==> src/rtl/dbgu_mem_arbiter_pkg.sv <==
// Shared encodings for the CPU / debug-unit memory arbiter.
// Types and constants only; no logic.
package dbgu_mem_arbiter_pkg;

  typedef enum logic [1:0] {
    ST_IDLE = 2'd0,
    ST_XFER = 2'd1,
    ST_DONE = 2'd2
  } state_e;

  typedef enum logic {
    OWN_CPU = 1'b0,
    OWN_DBG = 1'b1
  } owner_e;

  localparam logic [31:0] ERR_DATA_DEFAULT = 32'hDEADBEEF;

  // Counter width that still holds the value n-1, never narrower than 1 bit.
  function automatic int cnt_width(input int n);
    return (n > 1) ? $clog2(n) : 1;
  endfunction

endpackage

==> src/rtl/dbgu_mem_arbiter_timeout.sv <==
// Transfer watchdog: counts XFER cycles, flags the last allowed one.
// Latency: expire is combinational on the current count; clear takes effect next cycle.
// Backpressure: none, the counter holds at its last value while expired.
module arb_timeout
  import dbgu_mem_arbiter_pkg::*;
#(
  parameter int TIMEOUT = 1024
) (
  input  logic clk,
  input  logic reset,
  input  logic clr,
  input  logic en,
  output logic expire
);

  localparam int CW = cnt_width(TIMEOUT);
  localparam logic [CW-1:0] LAST = CW'(TIMEOUT - 1);

  logic [CW-1:0] cnt_q, cnt_d;

  assign expire = en && (cnt_q == LAST);

  always_comb begin
    cnt_d = cnt_q;
    if (clr) begin
      cnt_d = '0;
    end else if (en && !expire) begin
      cnt_d = cnt_q + 1'b1;
    end
  end

  always_ff @(posedge clk or posedge reset) begin
    if (reset) begin
      cnt_q <= '0;
    end else begin
      cnt_q <= cnt_d;
    end
  end

endmodule

==> src/rtl/dbgu_mem_arbiter.sv <==
// Two-master arbiter (CPU, debug unit) for the single memory port, with CPU halt.
// Latency: grant in IDLE, mem_req next cycle, rdy one cycle after mem_rdy (3 cycles zero-wait).
// Backpressure: requests are levels held until rdy; the memory stalls via mem_rdy, bounded by a timeout.
module dbgu_mem_arbiter
  import dbgu_mem_arbiter_pkg::*;
#(
  parameter int              ADR_W         = 32,
  parameter int              DATA_W        = 32,
  parameter int              DBG_BURST_MAX = 16,
  parameter int              TIMEOUT       = 1024,
  parameter logic [DATA_W-1:0] ERR_DATA    = DATA_W'(ERR_DATA_DEFAULT)
) (
  input  logic              clk,
  input  logic              reset,
  input  logic              cpu_req,
  input  logic              cpu_we,
  input  logic [ADR_W-1:0]  cpu_adr,
  input  logic [DATA_W-1:0] cpu_wdata,
  output logic [DATA_W-1:0] cpu_rdata,
  output logic              cpu_rdy,
  output logic              cpu_err,
  input  logic              dbg_req,
  input  logic              dbg_we,
  input  logic [ADR_W-1:0]  dbg_adr,
  input  logic [DATA_W-1:0] dbg_wdata,
  output logic [DATA_W-1:0] dbg_rdata,
  output logic              dbg_rdy,
  output logic              dbg_err,
  input  logic              dbg_halt,
  output logic              cpu_halted,
  output logic              mem_req,
  output logic              mem_we,
  output logic [ADR_W-1:0]  mem_adr,
  output logic [DATA_W-1:0] mem_wdata,
  input  logic [DATA_W-1:0] mem_rdata,
  input  logic              mem_rdy
);

  localparam int BW = $clog2(DBG_BURST_MAX + 1);
  localparam logic [BW-1:0] BURST_MAX = BW'(DBG_BURST_MAX);

  state_e              state_q, state_d;
  owner_e              owner_q, owner_d;
  logic [BW-1:0]       burst_q, burst_d;
  logic                mem_we_q, mem_we_d;
  logic [ADR_W-1:0]    mem_adr_q, mem_adr_d;
  logic [DATA_W-1:0]   mem_wdata_q, mem_wdata_d;
  logic [DATA_W-1:0]   cpu_rdata_q, cpu_rdata_d;
  logic                cpu_err_q, cpu_err_d;
  logic [DATA_W-1:0]   dbg_rdata_q, dbg_rdata_d;
  logic                dbg_err_q, dbg_err_d;
  logic                cpu_halted_q, cpu_halted_d;

  logic                cpu_eligible;
  logic                cpu_starved;
  logic                cpu_inflight;
  logic                tmo_expire;
  logic [DATA_W-1:0]   rsp_data;

  assign cpu_eligible = cpu_req && !dbg_halt;
  assign cpu_starved  = cpu_eligible && (burst_q == BURST_MAX);
  assign rsp_data     = mem_rdy ? mem_rdata : ERR_DATA;

  arb_timeout #(
    .TIMEOUT (TIMEOUT)
  ) u_timeout (
    .clk    (clk),
    .reset  (reset),
    .clr    (state_q != ST_XFER),
    .en     (state_q == ST_XFER),
    .expire (tmo_expire)
  );

  always_comb begin
    state_d     = state_q;
    owner_d     = owner_q;
    burst_d     = burst_q;
    mem_we_d    = mem_we_q;
    mem_adr_d   = mem_adr_q;
    mem_wdata_d = mem_wdata_q;
    cpu_rdata_d = cpu_rdata_q;
    cpu_err_d   = cpu_err_q;
    dbg_rdata_d = dbg_rdata_q;
    dbg_err_d   = dbg_err_q;

    case (state_q)
      ST_IDLE: begin
        if (!cpu_req) begin
          burst_d = '0;
        end
        if (dbg_req && !cpu_starved) begin
          state_d     = ST_XFER;
          owner_d     = OWN_DBG;
          mem_we_d    = dbg_we;
          mem_adr_d   = dbg_adr;
          mem_wdata_d = dbg_wdata;
          // Only debug grants that actually make the CPU wait count toward starvation.
          if (cpu_eligible && (burst_q != BURST_MAX)) begin
            burst_d = burst_q + 1'b1;
          end
        end else if (cpu_eligible) begin
          state_d     = ST_XFER;
          owner_d     = OWN_CPU;
          mem_we_d    = cpu_we;
          mem_adr_d   = cpu_adr;
          mem_wdata_d = cpu_wdata;
          burst_d     = '0;
        end
      end
      ST_XFER: begin
        if (mem_rdy || tmo_expire) begin
          state_d = ST_DONE;
          if (owner_q == OWN_DBG) begin
            dbg_rdata_d = rsp_data;
            dbg_err_d   = !mem_rdy;
          end else begin
            cpu_rdata_d = rsp_data;
            cpu_err_d   = !mem_rdy;
          end
        end
      end
      ST_DONE: begin
        state_d = ST_IDLE;
      end
      default: begin
        state_d = ST_IDLE;
      end
    endcase

    // Halt becomes visible only once no CPU transfer will be in flight next cycle.
    cpu_inflight = (state_d != ST_IDLE) && (owner_d == OWN_CPU);
    cpu_halted_d = dbg_halt && !cpu_inflight;
  end

  always_ff @(posedge clk or posedge reset) begin
    if (reset) begin
      state_q      <= ST_IDLE;
      owner_q      <= OWN_CPU;
      burst_q      <= '0;
      mem_we_q     <= 1'b0;
      mem_adr_q    <= '0;
      mem_wdata_q  <= '0;
      cpu_rdata_q  <= '0;
      cpu_err_q    <= 1'b0;
      dbg_rdata_q  <= '0;
      dbg_err_q    <= 1'b0;
      cpu_halted_q <= 1'b0;
    end else begin
      state_q      <= state_d;
      owner_q      <= owner_d;
      burst_q      <= burst_d;
      mem_we_q     <= mem_we_d;
      mem_adr_q    <= mem_adr_d;
      mem_wdata_q  <= mem_wdata_d;
      cpu_rdata_q  <= cpu_rdata_d;
      cpu_err_q    <= cpu_err_d;
      dbg_rdata_q  <= dbg_rdata_d;
      dbg_err_q    <= dbg_err_d;
      cpu_halted_q <= cpu_halted_d;
    end
  end

  assign mem_req    = (state_q == ST_XFER);
  assign mem_we     = mem_we_q;
  assign mem_adr    = mem_adr_q;
  assign mem_wdata  = mem_wdata_q;
  assign cpu_rdy    = (state_q == ST_DONE) && (owner_q == OWN_CPU);
  assign dbg_rdy    = (state_q == ST_DONE) && (owner_q == OWN_DBG);
  assign cpu_rdata  = cpu_rdata_q;
  assign cpu_err    = cpu_err_q;
  assign dbg_rdata  = dbg_rdata_q;
  assign dbg_err    = dbg_err_q;
  assign cpu_halted = cpu_halted_q;

endmodule

==> config.mk <==
export PLATFORM = sky130hd
export DESIGN_NAME = dbgu_mem_arbiter
export DESIGN_NICKNAME = d
export VERILOG_FILES = /design/src/rtl/dbgu_mem_arbiter_pkg.sv /design/src/rtl/dbgu_mem_arbiter_timeout.sv /design/src/rtl/dbgu_mem_arbiter.sv
export SDC_FILE = /design/constraint.sdc
export NUM_CORES = 1
export LEC_CHECK = 0
export ABC_AREA = 0
export CAP_MARGIN = 20
export CORE_ASPECT_RATIO = 0.9
export CORE_MARGIN = 4
export CORE_UTILIZATION = 45
export DETAILED_ROUTE_END_ITERATION = 10
export GPL_ROUTABILITY_DRIVEN = 0
export GPL_TIMING_DRIVEN = 0
export PLACE_DENSITY = 0.85
export SLEW_MARGIN = 20
export SYNTH_ARGS = -nofsm -noshare
export SYNTH_HDL_FRONTEND = slang
export SYNTH_SLANG_ARGS = --single-unit
==> constraint.sdc <==
create_clock -name clk -period 9.59 [get_ports clk]
set_clock_uncertainty 0.2 [all_clocks]
set_input_delay 0.959 -clock clk [delete_from_list [all_inputs] [get_ports clk]]
set_output_delay 0.959 -clock clk [all_outputs]
set_load 0.01 [all_outputs]
==> flow_metrics.env, run 1 <==
export IMPL_status="finished clean"
export IMPL_avgSynthCellArea_sq_um=11.8
export IMPL_p_leak_nw=4.43
export IMPL_syn_num_nets=721
export IMPL_relSlewSlack_pct=57.2
export IMPL_rsz0062_at_grt="no"
export IMPL_nNetsFinal=1043
export IMPL_holdBufCountCts=0
export IMPL_synth_cell_types=48
export IMPL_vias=5766
export IMPL_critical_path_top_delay_family="buffers and inverters"
export IMPL_die_w_um=135
export IMPL_path_max_fanout=10
export IMPL_hold_class="flip-flop to flip-flop"
export IMPL_clock_sinks=150
export IMPL_min_period_ns=3.07
export IMPL_synth_commonest_cells="dfrtp_1 (150), nand2_1 (79), mux2i_1 (68)"
export IMPL_drive_gt1_share_pct=11.3
export IMPL_grt_max_degree=87
export IMPL_die_height_um=122
export IMPL_path_cells="clkdlybuf4s50_1 -> nor2b_1 -> o21ai_1 -> buf_2 -> clkbuf_1 -> nand2_1 -> o21ai_0"
export IMPL_start_util_pct=46.2
export IMPL_slowest_stage="clkdlybuf4s50_1"
export IMPL_crit_path_end_kind="flip-flop"
export IMPL_fin_setup_tns_ns=0
export IMPL_fmax_mhz=326
export IMPL_power_density_mw_per_mm2=300
export IMPL_final_max_slew_violation_count=0
export IMPL_power_mw=3.11
export IMPL_cts_root_buffer_cell="clkbuf_16"
export IMPL_path_clk_slew_ns=0.06
export IMPL_worstSetupPathType="primary input to flip-flop"
export IMPL_synth_ff_type="dfrtp_1"
export IMPL_ctsResizeCount=0
export IMPL_antenna_found_initial=0
export IMPL_hold_violations=0
export IMPL_avgViaCountPerCell=5.36
export IMPL_maxCapViolations=0
export IMPL_first_pass_iters=5
export IMPL_synth_top_cell_area_share_pct=57.9
export IMPL_core_sq_mm=0.0141
export IMPL_dieArea_sq_mm=0.0164
export IMPL_h_tree_depth=4
export IMPL_cp_data_arrival_time_ns=3.19
export IMPL_drt_total_wl_um=21500
export IMPL_fin_crit_sh_pct=32.0
export IMPL_syn2layout_area_growth_pct=60.0
export IMPL_port_buffers=302
export IMPL_synth_edf_count=0
export IMPL_cts_tree="built"
export IMPL_clk_path_buf_depth=2
export IMPL_worstSkewPairLatency_ns=0.43
export IMPL_yosys_cell_count_top_type="dfrtp_1"
export IMPL_gr_total_overflow=0
export IMPL_post_cts_setup_buffer_count=0
export IMPL_grt_pass1_vias=6097
export IMPL_ant_nets=0
export IMPL_seq_area_frac_synth_pct=57.9
export IMPL_cts_buffers=17
export IMPL_dp_hpwl_um=16400
export IMPL_yosysTopAreaCell="dfrtp_1"
export IMPL_tightest_slew_ns=0.638
export IMPL_async_flop_share_pct=100
export IMPL_io_pin_count=303
export IMPL_ir_worst_vdd_uv=176
export IMPL_drt_iter0_drc=378
export IMPL_route_detailed_drc=0
export IMPL_synth_seq_cells=150
export IMPL_netlist_top_cells_area="dfrtp_1 (58%), mux2i_1 (10%), o22a_2 (6.6%)"
export IMPL_cp_required_ns=9.71
export IMPL_worst_setup_path_start_kind="primary input"
export IMPL_synth_cell_area_sq_mm=0.00649
export IMPL_diodes=0
export IMPL_crit_buf_inv=3
export IMPL_slowest_delay_ns=0.65
export IMPL_yosys_warnings=0
export IMPL_wl_per_cell_um=20.0
export IMPL_setup_viol=0
export IMPL_grt_total_usage_pct=26.0
export IMPL_grt_pass1_wl_um=32900
export IMPL_netlist_instances=550
export IMPL_rows=41
==> layer usage <==
metal / share of wire (%) / wire, um / GRT usage [%]
met5: 0 / 0 / 0
met4: 1.9 / 416 / 8.72
met3: 6.8 / 1470 / 6.90
met2: 52 / 11200 / 46.1
met1: 39 / 8370 / 30.9
==> registers in the layout, indices dropped and copies added (netlist names) <==
register / count
mem_adr: 32
mem_we: 1
cpu_rdata: 32
cpu_halted: 1
u_timeout.cnt_q: 10
state_q: 2
dbg_rdata: 32
burst_q: 5
owner_q: 1
mem_wdata: 32
dbg_err: 1
cpu_err: 1
==> power by group <==
part	switching, mW	leakage [nW]	internal [mW]	total, mW
logic	0.603	2.33	0.747	1.35
registers	0.171	1.82	0.917	1.09
clock network	0.261	0.280	0.412	0.673
==> stage by stage <==
stage          worst slack (ns)  area [sq um]  util [%]  hold slack, ns  instances
2_1_floorplan              4.39          6490         -           0.254        550
3_3_place_gp               2.65          9750      69.4           0.261       1045
3_5_place_dp               6.06          9790      69.6           0.269       1046
4_1_cts                    6.50         10400      73.9           0.284       1076
5_1_grt                    6.37         10400      73.9           0.307       1076
6_report                   6.52         10400      73.9           0.283       1076
==> area by class of cell <==
cell class                 count  area (sq um)
sequential                   150          3750
inverter                       8          37.5
fill                         994          3670
clock buffer                  18           439
tap                          193           241
buffer                        34           235
multi-input combinational    358          2470
clock inverter                12           156
timing repair buffer         303          3050
==> cells by family (layout without fill, tap and decap cells) <==
logic type	count (synthesis)	in the layout	synth area share (%)
compound gates	156	156	17.5
buf+inv	42	375	4.09
mux	68	68	10.5
xor+xnor	3	3	0.405
flops	150	150	57.9
fa+ha+maj	3	3	0.579
simple gates	128	128	9.10
==> worst reg2reg max path, cell delays in order (launching register included) <==
cell and delay [ns]:
dfrtp_1 0.42, inv_1 0.08, ha_1 0.16, nand4bb_1 0.19, o21ai_1 0.23, buf_4 0.28, buf_6 0.22, mux2i_1 0.29
o21ai_0 0.16
==> layout by cell type, fill, tap and decap left out, drive strengths merged, types with 7 or more instances in the layout <==
cell type and instances:
clkbuf 35, mux2i 68, a22o 18, nand3 7, nand2 79, clkdlybuf4s50 302, dfrtp 150, inv 8
buf 18, o22a 48, o21ai 74, nor2 17
==> worst paths after layout <==
check | startpoint | end | slack, ns | cells after the start
setup / recovery | dbg_halt | mem_wdata[15] | 6.52 | 7
hold / removal | mem_wdata[4] | mem_wdata[4] | 0.28 | 2
setup reg to reg | burst_q[0] | mem_adr[2] | 7.20 | 8
hold reg to reg | mem_wdata[4] | mem_wdata[4] | 0.28 | 2
max in group asynchronous | reset | burst_q[0] | 7.65 | 3
min in group asynchronous | reset | cpu_rdata[19] | 0.78 | 2
No activity file was read; power rests on OpenSTA's default activity.
==> run 2, diff against run 1 <==
--- a/config.mk
+++ b/config.mk
@@ -9,11 +9,11 @@
 export CAP_MARGIN = 20
 export CORE_ASPECT_RATIO = 0.9
 export CORE_MARGIN = 4
-export CORE_UTILIZATION = 45
+export CORE_UTILIZATION = 41
 export DETAILED_ROUTE_END_ITERATION = 10
 export GPL_ROUTABILITY_DRIVEN = 0
 export GPL_TIMING_DRIVEN = 0
-export PLACE_DENSITY = 0.85
+export PLACE_DENSITY = 0.78
 export SLEW_MARGIN = 20
 export SYNTH_ARGS = -nofsm -noshare
 export SYNTH_HDL_FRONTEND = slang
==> constraint.sdc (replaced) <==
create_clock -name clk -period 2.9 [get_ports clk]
set_clock_uncertainty 0.2 [all_clocks]
set_input_delay 0.29 -clock clk [delete_from_list [all_inputs] [get_ports clk]]
set_output_delay 0.29 -clock clk [all_outputs]
set_load 0.01 [all_outputs]
==> flow_metrics.env, run 2 (same netlist as run 1, synthesis figures left out) <==
export IMPL_io_pin_count=303
export IMPL_multi_input_area_sq_mm=0.00247
export IMPL_slowest_delay_ns=0.63
export IMPL_swShare_pct=33.3
export IMPL_p_leak_nw=4.44
export IMPL_fin_crit_sh_pct=83.7
export IMPL_clkPwrFrac_pct=21.4
export IMPL_path_cells="clkdlybuf4s50_1 -> nor2b_1 -> o21ai_1 -> buf_2 -> clkbuf_1 -> o21ai_1"
export IMPL_power_frac_comb_pct=43.3
export IMPL_min_period_ns=2.43
export IMPL_gr_total_overflow=0
export IMPL_antenna_found_initial=0
export IMPL_post_place_ws_ns=0.0632
export IMPL_ir_worst_vdd_uv=528
export IMPL_die_w_um=141
export IMPL_die_height_um=127
export IMPL_maxCapViolations=0
export IMPL_holdBufCountCts=0
export IMPL_grt_total_usage_pct=22.9
export IMPL_avgViaCountPerCell=5.27
export IMPL_layout_commonest_cell="clkdlybuf4s50_1"
export IMPL_critical_path_top_delay_family="buffers and inverters"
export IMPL_vias=5748
export IMPL_cts_root_buffer_cell="clkbuf_16"
export IMPL_path_clk_slew_ns=0.06
export IMPL_crit_buf_inv=3
export IMPL_switchingPower_mw=3.38
export IMPL_fmax_mhz=412
export IMPL_regArea_sq_mm=0.00375
export IMPL_final_max_slew_violation_count=0
export IMPL_clock_sinks=150
export IMPL_tightest_slew_ns=0.694
export IMPL_syn2layout_area_growth_pct=60.7
export IMPL_fillers=1130
export IMPL_diodes=0
export IMPL_drive_gt1_share_pct=11.7
export IMPL_rsz0062_at_grt="no"
export IMPL_setup_viol=0
export IMPL_ant_nets=0
export IMPL_worstSkewPairLatency_ns=0.42
export IMPL_core_sq_mm=0.0154
export IMPL_wl_per_cell_um=19.0
export IMPL_seq_power_share_pct=35.3
export IMPL_crit_path_end_kind="flip-flop"
export IMPL_worst_setup_path_start_kind="primary input"
export IMPL_relSlewSlack_pct=53.4
export IMPL_grt_pass1_wl_um=32200
export IMPL_cts_tree="built"
export IMPL_layout_setup_ws_ns=0.472
export IMPL_slowest_stage="clkdlybuf4s50_1"
export IMPL_grt_pass1_vias=5977
export IMPL_post_cts_setup_buffer_count=0
export IMPL_nNetsFinal=1046
export IMPL_worstSetupPathType="primary input to flip-flop"
export IMPL_dieArea_sq_mm=0.0179
export IMPL_start_util_pct=42.0
export IMPL_cp_required_ns=2.98
export IMPL_rows=43
export IMPL_port_buffers=302
export IMPL_drt_total_wl_um=20800
export IMPL_first_pass_iters=6
export IMPL_status="finished clean"
export IMPL_h_tree_depth=4
export IMPL_final_cell_mix="clkdlybuf4s50_1 (302), dfrtp_1 (150), nand2_1 (79)"
export IMPL_cts_buffers=17
export IMPL_path_max_fanout=10
export IMPL_cp_data_arrival_time_ns=2.51
export IMPL_clk_path_buf_depth=2
export IMPL_route_detailed_drc=0
export IMPL_drt_iter0_drc=237
export IMPL_fin_setup_tns_ns=0
export IMPL_hold_violations=0
export IMPL_dp_hpwl_um=16200
export IMPL_critPathMostFrequentCell="o21ai_1"
export IMPL_power_density_mw_per_mm2=974
export IMPL_ctsResizeCount=0
export IMPL_intPower_mw=6.78
export IMPL_grt_max_degree=38
export IMPL_hold_class="primary input to async pin"
## run 2: cell type report
type | instances | share of cell area, %
Sequential cell | 150 | 36.0
Timing Repair Buffer | 306 | 29.8
Multi-Input combinational cell | 358 | 23.7
Clock buffer | 18 | 4.12
Tap cell | 202 | 2.42
Buffer | 34 | 2.26
Clock inverter | 14 | 1.45
Inverter | 8 | 0.324
## run 2: final timing paths
kind / depth (start not counted) / start / slack (ns) / end
min reg2reg: 2 / mem_wdata[12] / 0.28 / mem_wdata[12]
min: 2 / reset / 0.04 / cpu_halted
max reg2reg: 8 / burst_q[0] / 0.62 / mem_wdata[5]
max in group asynchronous: 5 / reset / 1.43 / cpu_rdata[25]
min in group clk: 2 / mem_wdata[12] / 0.28 / mem_wdata[12]
max: 6 / dbg_halt / 0.47 / mem_wdata[11]
## run 2: per-stage QoR
step           total power [mW]  hold WS (ns)  utilization (%)  std cells  instance area (sq um)
3_5_place_dp               8.04         0.270             63.8       1058                   9850
5_1_grt                    10.7        0.0944             67.5       1090                  10400
2_1_floorplan              5.37         0.212                -        550                   6490
6_report                   10.2        0.0434             67.5       1090                  10400
4_1_cts                    10.2        0.0518             67.5       1090                  10400
3_3_place_gp               7.89         0.263             63.3       1054                   9770
## run 2: power groups by stage
stage	Sequential, mW	Clock [mW]	Combinational [mW]
after floorplan	3.96	0	1.41
after global placement	3.55	0	4.33
after detailed placement	3.61	0	4.43
after CTS	3.59	2.20	4.45
after global routing	3.70	2.29	4.72
final	3.58	2.17	4.39
## run 2: per-layer routing
metal | vias up | wire length [um] | global-route usage [%] | part of all wire [%]
met5 | - | 0 | 0 | 0
met2 | 227 | 10500 | 38.7 | 50
met4 | 0 | 694 | 9.40 | 3.3
li1 | 2628 | - | - | -
met3 | 49 | 1340 | 5.73 | 6.5
met1 | 2844 | 8240 | 28.2 | 40
==> run 3, diff against run 2 <==
--- a/config.mk
+++ b/config.mk
@@ -9,11 +9,11 @@
 export CAP_MARGIN = 20
 export CORE_ASPECT_RATIO = 0.9
 export CORE_MARGIN = 4
-export CORE_UTILIZATION = 41
+export CORE_UTILIZATION = 37
 export DETAILED_ROUTE_END_ITERATION = 10
 export GPL_ROUTABILITY_DRIVEN = 0
 export GPL_TIMING_DRIVEN = 0
-export PLACE_DENSITY = 0.78
+export PLACE_DENSITY = 0.74
 export SLEW_MARGIN = 20
 export SYNTH_ARGS = -nofsm -noshare
 export SYNTH_HDL_FRONTEND = slang
==> constraint.sdc (replaced) <==
create_clock -name clk -period 1.95 [get_ports clk]
set_clock_uncertainty 0.2 [all_clocks]
set_input_delay 0.195 -clock clk [delete_from_list [all_inputs] [get_ports clk]]
set_output_delay 0.195 -clock clk [all_outputs]
set_load 0.01 [all_outputs]
==> flow_metrics.env, run 3 (same netlist as run 1, synthesis figures left out) <==
export IMPL_cp_data_arrival_time_ns=2.09
export IMPL_path_clk_slew_ns=0.06
export IMPL_placed_area_sq_mm=0.00991
export IMPL_path_max_fanout=6
export IMPL_startpoint="burst_q[1]"
export IMPL_relSlewSlack_pct=58.2
export IMPL_hold_class="primary input to flip-flop"
export IMPL_grt_pass1_vias=5949
export IMPL_worstSkewPairLatency_ns=0.42
export IMPL_cts_tree="built"
export IMPL_fin_setup_tns_ns=-0.679
export IMPL_crit_buf_inv=4
export IMPL_nNetsFinal=1064
export IMPL_multi_input_area_sq_mm=0.00256
export IMPL_stdcell_count=1141
export IMPL_maxCapViolations=0
export IMPL_tightest_slew_ns=0.623
export IMPL_regArea_sq_mm=0.00376
export IMPL_crit_path_end_kind="flip-flop"
export IMPL_fillers=1371
export IMPL_slowest_delay_ns=0.38
export IMPL_ir_worst_vdd_uv=609
export IMPL_dp_hpwl_um=15600
export IMPL_status="finished with violations"
export IMPL_syn2layout_area_growth_pct=67.7
export IMPL_placed_cells=1092
export IMPL_final_area_sq_mm=0.0109
export IMPL_slowest_stage="dfrtp_1"
export IMPL_diodes=0
export IMPL_vias=5697
export IMPL_start_util_pct=38.0
export IMPL_worstSetupPathType="flip-flop to flip-flop"
export IMPL_final_max_slew_violation_count=0
export IMPL_violations="negative setup slack"
export IMPL_critical_path_top_delay_family="buffers and inverters"
export IMPL_h_tree_depth=4
export IMPL_critPathMostFrequentCell="buf_12"
export IMPL_layout_setup_ws_ns=-0.0644
export IMPL_final_cell_mix="clkdlybuf4s50_1 (299), dfrtp_1 (147), nand2_1 (77)"
export IMPL_fin_crit_sh_pct=103
export IMPL_cts_root_buffer_cell="clkbuf_16"
export IMPL_r2r_slack_ns=-0.06
export IMPL_drive_gt1_share_pct=16.8
export IMPL_rsz0062_at_grt="yes"
export IMPL_grt_total_usage_pct=21.3
export IMPL_rows=45
export IMPL_core_sq_mm=0.0171
export IMPL_min_delay_start="dbg_adr[11]"
export IMPL_first_pass_iters=4
export IMPL_post_place_ws_ns=-0.859
export IMPL_whs_path_depth=3
export IMPL_clk_path_buf_depth=2
export IMPL_port_buffers=302
export IMPL_path_cells="inv_1 -> ha_2 -> nand4bb_1 -> o21ai_2 -> buf_6 -> buf_12 -> buf_12 -> mux2i_1 -> o21ai_1"
export IMPL_avgViaCountPerCell=4.99
export IMPL_dieArea_sq_mm=0.0197
export IMPL_clock_sinks=150
export IMPL_power_density_mw_per_mm2=1410
export IMPL_drt_iter0_drc=263
export IMPL_die_height_um=134
export IMPL_grt_max_degree=34
export IMPL_fmax_mhz=496
export IMPL_rr_endpoint="mem_adr[8]"
export IMPL_grt_pass1_wl_um=32800
export IMPL_io_pin_count=303
export IMPL_p_leak_nw=4.64
export IMPL_route_detailed_drc=0
export IMPL_cp_required_ns=2.03
export IMPL_antenna_found_initial=0
export IMPL_gr_total_overflow=0
export IMPL_die_w_um=148
export IMPL_drt_total_wl_um=21100
export IMPL_cts_buffers=17
export IMPL_ant_nets=0
export IMPL_hold_end="mem_adr[11]"
export IMPL_layout_commonest_cell="clkdlybuf4s50_1"
export IMPL_reg2reg_from="burst_q[1]"
export IMPL_hold_violations=0
export IMPL_worstRegToRegCells=9
export IMPL_worst_setup_path_start_kind="flip-flop"
export IMPL_timing_hold_ws_ns=0.202
export IMPL_wl_per_cell_um=18.5
export IMPL_min_period_ns=2.01
export IMPL_setup_viol=35
## run 3: cell count changes in the layout (fill, tap and decap cells not counted), moves of 4 or more
cell / change
o21ai_1: +28
buf_4: +10
mux2i_2: +4
o21ai_0: -31
clkbuf_1: -10
mux2i_1: -6
clkbuf_2: +7
clkinvlp_4: -4
buf_12: +10
## run 3: area by class of cell
cell class                 count  share of cell area [%]
inverter                       8                   0.310
tap                          235                    2.70
clock inverter                13                    1.32
buffer                        31                    2.62
clock buffer                  19                    4.07
timing repair buffer         327                    30.9
sequential                   150                    34.5
multi-input combinational    358                    23.5
## run 3: how the worst max path moves through the flow
stage                                to  cells past startpoint
after floorplan              burst_q[0]                      1
after global placement    mem_wdata[26]                      2
after detailed placement   mem_wdata[4]                      6
after CTS                    mem_adr[3]                     10
after global routing         mem_adr[4]                      9
final                        mem_adr[8]                      9
## run 3: where the power goes
part,switching (mW),leakage (nW),internal [mW],total [mW]
Sequential,0.784,1.81,4.51,5.29
Clock,1.35,0.289,1.94,3.29
Combinational,2.95,2.54,3.86,6.81
Total,5.09,4.64,10.3,15.4
## run 3: tightest hold or removal path, cell delays in order
cell             delay [ns]
clkdlybuf4s50_1        0.40
mux2i_1                0.12
o21ai_1                0.06
## run 3: metrics by stage
stage / util (%) / power [mW]
after global routing: 63.8 / 16.3
final: 63.8 / 15.4
after global placement: 57.5 / 11.8
after floorplan: - / 7.98
after detailed placement: 58.1 / 11.9
after CTS: 64.1 / 15.5
## run 3: per-layer routing
metal | routed length [um] | global-route usage [%]
met1 | 8840 | 27.1
met2 | 10200 | 35.1
met3 | 1510 | 6.09
met4 | 493 | 7.09
met5 | 0 | 0
## run 3: what timing repair did
action / 4_1_cts / 5_1_grt
cloned: 6 / 0
resized for setup: 78 / 25
hold buffers: 1 / 0
buffers inserted: 13 / 6
pin swaps: 2 / 5
setup endpoints to repair: 134 / 123
endpoints found under the hold margin: 6 / 0
